===== src/rtl/regfile_read_port_if.sv =====
//==============================================================================
// regfile_read_port_if: request/response bus of the register-file read port.
// Rev 1.0
//==============================================================================
`default_nettype none

interface regfile_read_port_if #(
   parameter int WIDTH = 8,
   parameter int NREGS = 4
);
   logic             ReqValid;
   logic             ReqReady;
   logic [NREGS-1:0] ReqNum;
   logic             ReqDump;
   logic             RspValid;
   logic             RspReady;
   logic [WIDTH-1:0] RspData;
   logic [NREGS-1:0] RspNum;
   logic             RspErr;

   modport master (
      output ReqValid, ReqNum, ReqDump, RspReady,
      input  ReqReady, RspValid, RspData, RspNum, RspErr
   );

   modport slave (
      input  ReqValid, ReqNum, ReqDump, RspReady,
      output ReqReady, RspValid, RspData, RspNum, RspErr
   );
endinterface

`default_nettype wire


===== src/rtl/regfile_read_port.sv =====
//==============================================================================
// regfile_read_port: one-hot register reads and full dumps through a 2-entry
// response buffer. Rev 1.0
//==============================================================================
`default_nettype none

module regfile_read_port #(
   parameter int WIDTH = 8,
   parameter int NREGS = 4
) (
   input  wire logic                   clk,
   input  wire logic                   Reset,
   input  wire logic [NREGS*WIDTH-1:0] RegData,
   regfile_read_port_if.slave          bus,
   output logic                        Busy
);
   localparam int IDXW = (NREGS > 1) ? $clog2(NREGS) : 1;
   localparam logic [IDXW-1:0] IDX_LAST = IDXW'(NREGS - 1);

   typedef enum logic [0:0] {
      S_IDLE = 1'b0,
      S_DUMP = 1'b1
   } state_t;

   state_t           state_q;
   logic [IDXW-1:0]  idx_q;
   logic [1:0]       count_q;

   // Slot 0 is the buffer head and directly drives the response outputs.
   logic [WIDTH-1:0] head_data_q, tail_data_q;
   logic [NREGS-1:0] head_num_q,  tail_num_q;
   logic             head_err_q,  tail_err_q;

   logic             w_pop;
   logic             w_slot;
   logic             w_req_ready;
   logic             w_accept;
   logic             w_legal;
   logic [WIDTH-1:0] w_sel_data;
   logic             w_push;
   logic [WIDTH-1:0] w_push_data;
   logic [NREGS-1:0] w_push_num;
   logic             w_push_err;

   always_comb begin
      w_pop       = (count_q != 2'd0) && bus.RspReady;
      w_slot      = (count_q < 2'd2) || w_pop;
      w_req_ready = (state_q == S_IDLE) && w_slot;
      w_accept    = bus.ReqValid && w_req_ready;
      w_legal     = (bus.ReqNum != '0) &&
                    ((bus.ReqNum & (bus.ReqNum - 1'b1)) == '0);

      w_sel_data = '0;
      for (int i = 0; i < NREGS; i++) begin
         if (bus.ReqNum[i]) begin
            w_sel_data = w_sel_data | RegData[i*WIDTH +: WIDTH];
         end
      end

      w_push      = 1'b0;
      w_push_data = '0;
      w_push_num  = '0;
      w_push_err  = 1'b0;
      if (state_q == S_DUMP) begin
         w_push      = w_slot;
         w_push_data = RegData[idx_q*WIDTH +: WIDTH];
         w_push_num  = {{(NREGS-1){1'b0}}, 1'b1} << idx_q;
      end else if (w_accept && !bus.ReqDump) begin
         w_push      = 1'b1;
         w_push_data = w_legal ? w_sel_data : '0;
         w_push_num  = bus.ReqNum;
         w_push_err  = !w_legal;
      end
   end

   always_ff @(posedge clk) begin
      if (Reset) begin
         state_q     <= S_IDLE;
         idx_q       <= '0;
         count_q     <= 2'd0;
         head_data_q <= '0;
         head_num_q  <= '0;
         head_err_q  <= 1'b0;
         tail_data_q <= '0;
         tail_num_q  <= '0;
         tail_err_q  <= 1'b0;
      end else begin
         case (state_q)
            S_IDLE: begin
               if (w_accept && bus.ReqDump) begin
                  state_q <= S_DUMP;
                  idx_q   <= '0;
               end
            end
            S_DUMP: begin
               if (w_slot) begin
                  if (idx_q == IDX_LAST) begin
                     state_q <= S_IDLE;
                     idx_q   <= '0;
                  end else begin
                     idx_q <= idx_q + 1'b1;
                  end
               end
            end
            default: state_q <= S_IDLE;
         endcase

         // On the last pop the head is left untouched so outputs hold.
         case ({w_push, w_pop})
            2'b10: begin
               if (count_q == 2'd0) begin
                  head_data_q <= w_push_data;
                  head_num_q  <= w_push_num;
                  head_err_q  <= w_push_err;
               end else begin
                  tail_data_q <= w_push_data;
                  tail_num_q  <= w_push_num;
                  tail_err_q  <= w_push_err;
               end
               count_q <= count_q + 2'd1;
            end
            2'b01: begin
               if (count_q == 2'd2) begin
                  head_data_q <= tail_data_q;
                  head_num_q  <= tail_num_q;
                  head_err_q  <= tail_err_q;
               end
               count_q <= count_q - 2'd1;
            end
            2'b11: begin
               if (count_q == 2'd1) begin
                  head_data_q <= w_push_data;
                  head_num_q  <= w_push_num;
                  head_err_q  <= w_push_err;
               end else begin
                  head_data_q <= tail_data_q;
                  head_num_q  <= tail_num_q;
                  head_err_q  <= tail_err_q;
                  tail_data_q <= w_push_data;
                  tail_num_q  <= w_push_num;
                  tail_err_q  <= w_push_err;
               end
            end
            default: ;
         endcase
      end
   end

   assign bus.ReqReady = !Reset && w_req_ready;
   assign bus.RspValid = !Reset && (count_q != 2'd0);
   assign bus.RspData  = Reset ? '0 : head_data_q;
   assign bus.RspNum   = Reset ? '0 : head_num_q;
   assign bus.RspErr   = !Reset && head_err_q;
   assign Busy         = !Reset && ((state_q == S_DUMP) || (count_q != 2'd0));
endmodule

`default_nettype wire


===== src/flat_wrapper.sv =====
// flat-port wrapper written by rule: the top's interface ports become plain ports
module regfile_read_port_flat 
#(
   parameter int WIDTH = 8,
   parameter int NREGS = 4
)
  (clk, Reset, RegData, Busy, bus_ReqValid, bus_ReqNum, bus_ReqDump, bus_RspReady, bus_ReqReady, bus_RspValid, bus_RspData, bus_RspNum, bus_RspErr);
  regfile_read_port_if #(.WIDTH(WIDTH), .NREGS(NREGS)) bus_i ();
  input  wire logic clk;
  input  wire logic Reset;
  input  wire logic [NREGS*WIDTH-1:0] RegData;
  output logic Busy;
  input wire logic [$bits(bus_i.ReqValid)-1:0] bus_ReqValid;
  input wire logic [$bits(bus_i.ReqNum)-1:0] bus_ReqNum;
  input wire logic [$bits(bus_i.ReqDump)-1:0] bus_ReqDump;
  input wire logic [$bits(bus_i.RspReady)-1:0] bus_RspReady;
  output wire logic [$bits(bus_i.ReqReady)-1:0] bus_ReqReady;
  output wire logic [$bits(bus_i.RspValid)-1:0] bus_RspValid;
  output wire logic [$bits(bus_i.RspData)-1:0] bus_RspData;
  output wire logic [$bits(bus_i.RspNum)-1:0] bus_RspNum;
  output wire logic [$bits(bus_i.RspErr)-1:0] bus_RspErr;
  assign bus_i.ReqValid = bus_ReqValid;
  assign bus_i.ReqNum = bus_ReqNum;
  assign bus_i.ReqDump = bus_ReqDump;
  assign bus_i.RspReady = bus_RspReady;
  assign bus_ReqReady = bus_i.ReqReady;
  assign bus_RspValid = bus_i.RspValid;
  assign bus_RspData = bus_i.RspData;
  assign bus_RspNum = bus_i.RspNum;
  assign bus_RspErr = bus_i.RspErr;
  regfile_read_port #(.WIDTH(WIDTH), .NREGS(NREGS)) u_core (.clk(clk), .Reset(Reset), .RegData(RegData), .bus(bus_i), .Busy(Busy));
endmodule

===== config.mk =====
export PLATFORM = sky130hd
export DESIGN_NAME = regfile_read_port_flat
export DESIGN_NICKNAME = d
export VERILOG_FILES = /design/src/rtl/regfile_read_port_if.sv /design/src/rtl/regfile_read_port.sv /design/src/flat_wrapper.sv
export SDC_FILE = /design/constraint.sdc
export NUM_CORES = 1
export LEC_CHECK = 0
export BUFFER_PORTS_ARGS = -buffer_cell sky130_fd_sc_hd__buf_4
export CELL_PAD_IN_SITES_DETAIL_PLACEMENT = 2
export CELL_PAD_IN_SITES_GLOBAL_PLACEMENT = 2
export CORE_ASPECT_RATIO = 1.75
export CORE_UTILIZATION = 30
export CTS_BUF_LIST = sky130_fd_sc_hd__clkbuf_4 sky130_fd_sc_hd__clkbuf_8 sky130_fd_sc_hd__clkbuf_16
export CTS_CLUSTER_SIZE = 12
export DETAILED_ROUTE_END_ITERATION = 8
export GPL_TIMING_DRIVEN = 0
export PLACE_DENSITY = 0.82
export SLEW_MARGIN = 20
export SYNTH_ARGS = -nofsm -noshare
export SYNTH_HDL_FRONTEND = slang
export SYNTH_SLANG_ARGS = --single-unit

===== constraint.sdc =====
create_clock -name clk -period 3.58 [get_ports clk]
set_input_delay 0.895 -clock clk [delete_from_list [all_inputs] [get_ports clk]]
set_output_delay 0.895 -clock clk [all_outputs]
set_load 0.05 [all_outputs]

==> reports/results.ini, run 1 <==
[sta]
finalSetupViolations=0
fin_hold_ws_ns=0.485
finalClockSkew_ns=0.00851
max_slew_margin=0.544
clock.fmax_mhz=300
tns_ns=0
post-route-min-period_ns=3.34
worstMarginPinSlew_ns=0.682
grt_setup_unrepaired=no
drv_slew=0
timing_hold_violations_final=0
finalCritPeriodShare=0.932

[critical_path]
reg2reg_from=u_core.count_q[1]$_SDFFE_PP0P_
path_depth=14
setup.worst_path.start_class=register
worstPathRequired_ns=3.73
criticalPathCategory=reg2reg
worst-endpoint-arrival_ns=3.49
path_cells=inv_1, ha_1, nand2b_1, buf_6, and2_2, a21oi_2, buf_4, ha_1, nor2b_1, clkbuf_1, or3_1, buf_2, o311ai_1, a21oi_1
worst_setup_path_endpoint=u_core.head_data_q[2]$_SDFFE_PP0P_
cell_type_with_the_highest_occurrence_count_on_the_critical_path=sky130_fd_sc_hd__ha_1
rr_worst_depth=14
timing.critical_path.max_delay_family=simple AND/OR/NAND/NOR gates
cpMaxStageDelayCell=sky130_fd_sc_hd__or3_1
r2r_setup_slack_ns=0.24
timing.rr.end=u_core.head_data_q[2]$_SDFFE_PP0P_
setup.worst_path.end_class=register
crit_buf_inv=5
critical_path.max_fanout=10
cp_slowest_stage_delay_ns=0.45
timing.critical_path.from=u_core.count_q[1]$_SDFFE_PP0P_

[place]
gp_congestion=0.837
place_hpwl_microns=6820
place_area_sq_mm=0.00286
io_buffers=56

[logic_synthesis]
synth_area_leader_cell=sky130_fd_sc_hd__dfxtp_1
post-synth-top-area-fraction=0.266
ys_seq_elements=31
post_synth_inst_count=307
ys_top_cells_by_area=sky130_fd_sc_hd__dfxtp_1 (27%), sky130_fd_sc_hd__mux2i_1 (6.9%), sky130_fd_sc_hd__ha_1 (5.9%), sky130_fd_sc_hd__a211oi_1 (5.8%), sky130_fd_sc_hd__a22oi_1 (5.5%)
synth_fp_nets=359
netlist-cell-type-count=37
synth_seq_area_share=0.266
syn_area_per_cell_sq_um=7.60
syn-cell-area_sq_mm=0.00233
synth_warnings=0

[final_layout]
layout_common_cells=sky130_fd_sc_hd__buf_4 (58), sky130_fd_sc_hd__dfxtp_1 (30), sky130_fd_sc_hd__inv_1 (29), sky130_fd_sc_hd__nor2_1 (29), sky130_fd_sc_hd__a21oi_1 (19)
layout.cells.most_common=sky130_fd_sc_hd__buf_4
final_layout_size_suffix_gt1_frac=0.220
design.final.nets=420
fill_cells=897
final_area_sq_mm=0.00305
layout.core_utilization=0.403
layout-area-overhead-vs-synth_pct=30.7
n_antenna_cell=0

[power]
finalPower_mw=2.12
total_leakage_power_nw=1.22
power.switching_fraction=0.431
worst_supply_voltage_drop_on_vdd_v=0.000198
p_sw_mw=0.911
clock_power_share=0.241
internal-power_mw=1.20
power.density_cell_area_mw_per_mm2=694
relative_contribution_of_combinational_cells_to_total_power=0.508
seq_power_share=0.250

[clocking]
cts_max_level=2
clkTransAtPathRegs_ns=0.06
cts.sinks=31
clock_tree_from_tritoncts=built
hold_buffers=0
clk_path_buf_depth=2
tritoncts.num_buffers=5
worstSkewPairLatency_ns=0.28
clk_root_buffer_cell=sky130_fd_sc_hd__clkbuf_16

[job]
max_cap_violations=0

[route]
remaining_antenna_violation_count=0
met3_routed_length_microns=281
first_iter_violations=86
detailedRoute.firstPassIterationCount=6
routed_wire_length_per_instance_microns=19.1
drc=0
route.met2.wl_microns=5020
wirelength_microns=8730
detailroute.via_count=2589
routed.top_layer=met4
vias_per_cell=5.67
met1Wirelength_microns=3250

[global_routing]
antenna_violations_before_repair=0
via_count_of_the_first_global_routing_pass=2932
grt_util_all_layers=0.236
first_pass_grt_wire_length_microns=14300
largest_net_degree_at_the_start_of_global_routing=12
globalRouteOverflowTotal=0

[die]
core-area_sq_mm=0.00757
effective_utilization_at_floorplan=0.308
num_rows=42
io_pins=57
fp.dieW_microns=68.7
fp.dieH_microns=119
floorplan.die_area_sq_mm=0.00815

[outcome]
run_status=finished clean

[min_path]
whs_path_depth=2
holdCritStartpoint=u_core.tail_data_q[7]$_SDFFE_PP0P_
holdCritPathClass=reg2reg

-- cell usage after synthesis --
cell,n
sky130_fd_sc_hd__nor4_1,1
sky130_fd_sc_hd__and2_1,5
sky130_fd_sc_hd__o311ai_0,1
sky130_fd_sc_hd__inv_1,29
sky130_fd_sc_hd__a21o_1,1
sky130_fd_sc_hd__clkbuf_1,17
sky130_fd_sc_hd__nand2b_1,3
sky130_fd_sc_hd__a21oi_1,20
sky130_fd_sc_hd__nor4b_1,2
sky130_fd_sc_hd__nand3_1,9
sky130_fd_sc_hd__buf_2,2
sky130_fd_sc_hd__nor2_1,29
sky130_fd_sc_hd__a311o_1,1
sky130_fd_sc_hd__o311ai_1,7
sky130_fd_sc_hd__o21ai_0,8
sky130_fd_sc_hd__xor2_1,3
sky130_fd_sc_hd__buf_6,5
sky130_fd_sc_hd__a21oi_2,1
sky130_fd_sc_hd__a211oi_1,18
sky130_fd_sc_hd__or3_1,1
sky130_fd_sc_hd__a22oi_1,17
sky130_fd_sc_hd__or4b_1,1
sky130_fd_sc_hd__nand2_1,10
sky130_fd_sc_hd__buf_4,1
sky130_fd_sc_hd__nor3_1,18
sky130_fd_sc_hd__o22ai_1,8
sky130_fd_sc_hd__o21a_1,2
sky130_fd_sc_hd__nand4_1,2
sky130_fd_sc_hd__o31ai_1,8
sky130_fd_sc_hd__dfxtp_1,31
sky130_fd_sc_hd__clkinv_1,1
sky130_fd_sc_hd__ha_1,11
sky130_fd_sc_hd__mux2i_1,16
sky130_fd_sc_hd__buf_1,2
sky130_fd_sc_hd__nor2b_1,7
sky130_fd_sc_hd__a221oi_1,8
sky130_fd_sc_hd__or3b_1,1
-- cells by family (layout without fill, tap and decap cells) --
| logic type | after synthesis | after routing | share of synthesized area |
|---|---|---|---|
| fa+ha+maj | 11 | 11 | 0.0590 |
| simple gates | 89 | 89 | 0.187 |
| mux | 16 | 16 | 0.0686 |
| buf+inv | 57 | 119 | 0.110 |
| compound gates | 100 | 100 | 0.298 |
| flops | 31 | 31 | 0.266 |
| xor+xnor | 3 | 3 | 0.0113 |
-- power by group through the flow --
stage | clock, mW | combinational (mW) | sequential [mW]
6_report | 0.511 | 1.08 | 0.530
3_5_place_dp | 0 | 1.06 | 0.528
5_1_grt | 0.532 | 1.18 | 0.543
3_3_place_gp | 0 | 1.03 | 0.519
2_1_floorplan | 0 | 0.760 | 0.511
4_1_cts | 0.513 | 1.08 | 0.532
-- worst min-delay path: cells and delay by family, from the launching register on --
kind	cells	cell delay, ns
flip-flops	1	0.29
buffers and inverters	1	0.06
AO/OA/AOI/OAI	1	0.07
-- worst min-delay path by stage --
| stage | end | slack [ns] |
|---|---|---|
| after floorplan | u_core.tail_data_q[0]$_SDFFE_PP0P_ | 0.45 |
| after global placement | u_core.tail_data_q[1]$_SDFFE_PP0P_ | 0.47 |
| after detailed placement | u_core.tail_data_q[2]$_SDFFE_PP0P_ | 0.48 |
| after CTS | u_core.tail_data_q[7]$_SDFFE_PP0P_ | 0.49 |
| after global routing | u_core.tail_data_q[7]$_SDFFE_PP0P_ | 0.52 |
| final | u_core.tail_data_q[7]$_SDFFE_PP0P_ | 0.48 |
-- final cells by class --
type	count	area [sq um]	area share
Inverter	30	113	0.0369
Timing Repair Buffer	57	428	0.140
Multi-Input combinational cell	219	1470	0.481
Buffer	24	138	0.0451
Clock inverter	2	35.0	0.0115
Tap cell	88	110	0.0361
Clock buffer	6	139	0.0455
Sequential cell	31	622	0.204
-- flip-flops by register name, indices dropped and copies added, names as in the netlist, 2 cells and up --
name,count
u_core.head_data_q,8
u_core.tail_data_q,8
u_core.head_num_q,4
u_core.tail_num_q,4
u_core.count_q,2
u_core.idx_q,2
-- per-layer routing --
layer	global-route usage	vias to the layer above
met4	0.102	0
met1	0.226	1276
li1	-	1239
met3	0.0396	12
met2	0.453	62
met5	0	-
-- metrics by stage --
stage               setup slack [ns]  cells
floorplan                      0.191    307
global placement              -0.303    451
detailed placement            -0.397    451
CTS                        0.0000799    458
global route                  0.0332    457
finish                         0.242    457
-- repair_timing --
action,in CTS,in global routing
buffers inserted,0,1
resized for setup,5,4
setup endpoints to repair,21,21
Note: power is estimated with default switching activity, not from simulation.
==> inputs of run 2 (changes only) <==
==> constraint.sdc (replaced) <==
create_clock -name clk -period 3.15 [get_ports clk]
set_input_delay 0.63 -clock clk [delete_from_list [all_inputs] [get_ports clk]]
set_output_delay 0.63 -clock clk [all_outputs]
set_load 0.05 [all_outputs]
==> run 2 against run 1 <==
First-iteration DRC count decreased by 9.3%. Sequential power increased by 12%. Total power increased by 13%. Worst hold slack about the same. Count of clock-buffer cells in the layout increased by 1. Flip-flop and latch count unchanged. Wire length decreased by 2.3%. Fmax increased by 12%. Core utilization increased by 0.99 points. Setup slack got worse by 0.074 ns. Cell area increased by 2.5%. Non-clock buffer count decreased by 1.
==> reports/results.ini, run 2 (synthesized netlist as in run 1, its figures left out) <==
[outcome]
run_status=finished clean  ; unchanged

[die]
num_rows=42  ; unchanged
effective_utilization_at_floorplan=0.308  ; unchanged
io_pins=57  ; unchanged
core-area_sq_mm=0.00757  ; unchanged
fp.dieH_microns=119  ; unchanged
fp.dieW_microns=68.7  ; unchanged
floorplan.die_area_sq_mm=0.00815  ; unchanged

[place]
gp_congestion=0.825  ; was 0.837
place_hpwl_microns=6660  ; was 6820 microns
detailedPlace.worstSlack_ns=-0.688  ; was -0.397 ns
io_buffers=56  ; unchanged
place_area_sq_mm=0.00287  ; was 0.00286 sq mm
dp.cells=451  ; unchanged

[global_routing]
globalRouteOverflowTotal=0  ; unchanged
largest_net_degree_at_the_start_of_global_routing=12  ; unchanged
via_count_of_the_first_global_routing_pass=2903  ; was 2932
antenna_violations_before_repair=0  ; unchanged
grt_util_all_layers=0.222  ; was 0.236
first_pass_grt_wire_length_microns=13700  ; was 14300 microns

[power]
power.switching_fraction=0.440  ; was 0.431
relative_contribution_of_combinational_cells_to_total_power=0.550  ; was 0.508
power.density_cell_area_mw_per_mm2=768  ; was 694 mW/mm^2
p_sw_mw=1.06  ; was 0.911 mW
worst_supply_voltage_drop_on_vdd_v=0.000256  ; was 0.000198 V
seq_power_share=0.246  ; was 0.250
clock_power_share=0.203  ; was 0.241
total_leakage_power_nw=1.23  ; was 1.22 nW
internal-power_mw=1.34  ; was 1.20 mW

[final_layout]
sequential_cell_area_sq_um=621  ; was 622 sq um
layout_common_cells=sky130_fd_sc_hd__buf_4 (62), sky130_fd_sc_hd__dfxtp_1 (31), sky130_fd_sc_hd__nor2_1 (29)  ; was sky130_fd_sc_hd__buf_4 (58), sky130_fd_sc_hd__dfxtp_1 (30), sky130_fd_sc_hd__inv_1 (29), sky130_fd_sc_hd__nor2_1 (29), sky130_fd_sc_hd__a21oi_1 (19)
fin_cells=456  ; was 457
fill_cells=889  ; was 897
multi_input_comb_area_sq_mm=0.00156  ; was 0.00147 sq mm
final_layout_size_suffix_gt1_frac=0.269  ; was 0.220
top_regs=u_core.head_data_q (8), u_core.tail_data_q (8)  ; unchanged
n_antenna_cell=0  ; unchanged
final_area_sq_mm=0.00312  ; was 0.00305 sq mm
layout-area-overhead-vs-synth_pct=33.9  ; was 30.7%
design.final.nets=419  ; was 420
layout.cells.most_common=sky130_fd_sc_hd__buf_4  ; unchanged

[route]
first_iter_violations=78  ; was 86
detailedRoute.firstPassIterationCount=4  ; was 6
met1Wirelength_microns=3270  ; was 3250 microns
remaining_antenna_violation_count=0  ; unchanged
routed.top_layer=met4  ; unchanged
drc=0  ; unchanged
route.met2.wl_microns=4880  ; was 5020 microns
detailroute.via_count=2526  ; was 2589
vias_per_cell=5.54  ; was 5.67
met3_routed_length_microns=193  ; was 281 microns
wirelength_microns=8520  ; was 8730 microns
routed_wire_length_per_instance_microns=18.7  ; was 19.1 microns

[sta]
post-route-min-period_ns=2.98  ; was 3.34 ns
drv_slew=0  ; unchanged
clock.fmax_mhz=335  ; was 300 MHz
fin_hold_ws_ns=0.484  ; was 0.485 ns
post-route-worst-setup-slack_ns=0.168  ; was 0.242 ns
finalSetupViolations=0  ; unchanged
worstMarginPinSlew_ns=0.618  ; was 0.682 ns
tns_ns=0  ; unchanged
grt_setup_unrepaired=no  ; unchanged
finalClockSkew_ns=0.00477  ; was 0.00851 ns
finalCritPeriodShare=0.947  ; was 0.932
max_slew_margin=0.585  ; was 0.544
timing_hold_violations_final=0  ; unchanged

[critical_path]
cp_slowest_stage_delay_ns=0.38  ; was 0.45 ns
reg2reg_from=u_core.count_q[1]$_SDFFE_PP0P_  ; unchanged
cpMaxStageDelayCell=sky130_fd_sc_hd__or3_1  ; unchanged
setup.worst_path.start_class=register  ; unchanged
critical_path.max_fanout=10  ; unchanged
cell_type_with_the_highest_occurrence_count_on_the_critical_path=sky130_fd_sc_hd__buf_4  ; was sky130_fd_sc_hd__ha_1
r2r_setup_slack_ns=0.17  ; was 0.24 ns
criticalPathCategory=reg2reg  ; unchanged
worstPathRequired_ns=3.31  ; was 3.73 ns
worst-endpoint-arrival_ns=3.14  ; was 3.49 ns
rr_worst_depth=14  ; unchanged
timing.rr.end=u_core.head_data_q[0]$_SDFFE_PP0P_  ; was u_core.head_data_q[2]$_SDFFE_PP0P_
path_cells=buf_4, inv_2, ha_4, nand2b_1, buf_6, and2_4, a21oi_2, buf_4, ha_1, nor2b_4, or3_1, buf_4, o311ai_1, a21oi_1  ; was inv_1, ha_1, nand2b_1, buf_6, and2_2, a21oi_2, buf_4, ha_1, nor2b_1, clkbuf_1, or3_1, buf_2, o311ai_1, a21oi_1
setup.worst_path.end_class=register  ; unchanged

[clocking]
clk_path_buf_depth=2  ; unchanged
cts_max_level=2  ; unchanged
worstSkewPairLatency_ns=0.28  ; about the same
clkTransAtPathRegs_ns=0.05  ; was 0.06 ns
cts.sinks=31  ; unchanged
tritoncts.num_buffers=5  ; unchanged
clock_tree_from_tritoncts=built  ; unchanged
hold_buffers=0  ; unchanged
clk_root_buffer_cell=sky130_fd_sc_hd__clkbuf_16  ; unchanged

[min_path]
holdCritStartpoint=u_core.tail_data_q[3]$_SDFFE_PP0P_  ; was u_core.tail_data_q[7]$_SDFFE_PP0P_
min_delay_worst_endpoint=u_core.tail_data_q[3]$_SDFFE_PP0P_  ; was u_core.tail_data_q[7]$_SDFFE_PP0P_
holdCritPathClass=reg2reg  ; unchanged
whs_path_depth=2  ; unchanged

[job]
max_cap_violations=0  ; unchanged

==> run 2: cell count changes in the layout (fill, tap and decap cells not counted), sizes merged <==
cell    change
clkbuf      -3
buf         +3
bufinv      -1
==> run 2: critical path, delay by kind of cell (launching register included) <==
kind	cells	cell delay (ns)
simple gates	4	0.91
buf+inv	5	0.79
fa+ha+maj	2	0.40
flops	1	0.31
compound gates	3	0.45
==> run 2: repair_timing <==
action	CTS	global route
resized for setup	16	24
setup endpoints to repair	25	25
endpoints found under the hold margin	0	0
buffers inserted	2	0
==> run 2: worst max-delay path by stage <==
stage,from,end,cells after the start
after floorplan,u_core.count_q[1]$_SDFFE_PP0P_,u_core.head_data_q[0]$_SDFFE_PP0P_,16
after global placement,u_core.count_q[1]$_SDFFE_PP0P_,u_core.head_data_q[1]$_SDFFE_PP0P_,16
after detailed placement,u_core.count_q[1]$_SDFFE_PP0P_,u_core.head_data_q[1]$_SDFFE_PP0P_,16
after CTS,u_core.count_q[1]$_SDFFE_PP0P_,u_core.head_err_q$_SDFFE_PP0P_,14
after global routing,u_core.count_q[1]$_SDFFE_PP0P_,u_core.head_data_q[0]$_SDFFE_PP0P_,14
final,u_core.count_q[1]$_SDFFE_PP0P_,u_core.head_data_q[0]$_SDFFE_PP0P_,14
==> run 2: final cells by class <==
cell class	count	share of cell area
tap	88	0.0352
timing repair buffer	58	0.139
clock inverter	1	0.00160
multi-input combinational	219	0.498
sequential	31	0.199
inverter	30	0.0360
buffer	22	0.0465
clock buffer	7	0.0449
==> run 2: per-stage QoR <==
stage	total power [mW]	utilization
after floorplan	1.45	-
after global placement	1.76	0.379
after detailed placement	1.80	0.379
after CTS	2.35	0.404
after global routing	2.56	0.413
final	2.40	0.413
==> run 2: power by group through the flow <==
| stage | sequential (mW) | combinational, mW | clock (mW) |
|---|---|---|---|
| after floorplan | 0.581 | 0.865 | 0 |
| after global placement | 0.589 | 1.17 | 0 |
| after detailed placement | 0.599 | 1.21 | 0 |
| after CTS | 0.593 | 1.26 | 0.490 |
| after global routing | 0.608 | 1.44 | 0.507 |
| final | 0.591 | 1.32 | 0.488 |
==> run 2: per-layer routing <==
layer | GRT usage | vias to the layer above
met1 | 0.227 | 1220
li1 | - | 1236
met4 | 0.0729 | 0
met5 | 0 | -
met2 | 0.432 | 56
met3 | 0.0241 | 14
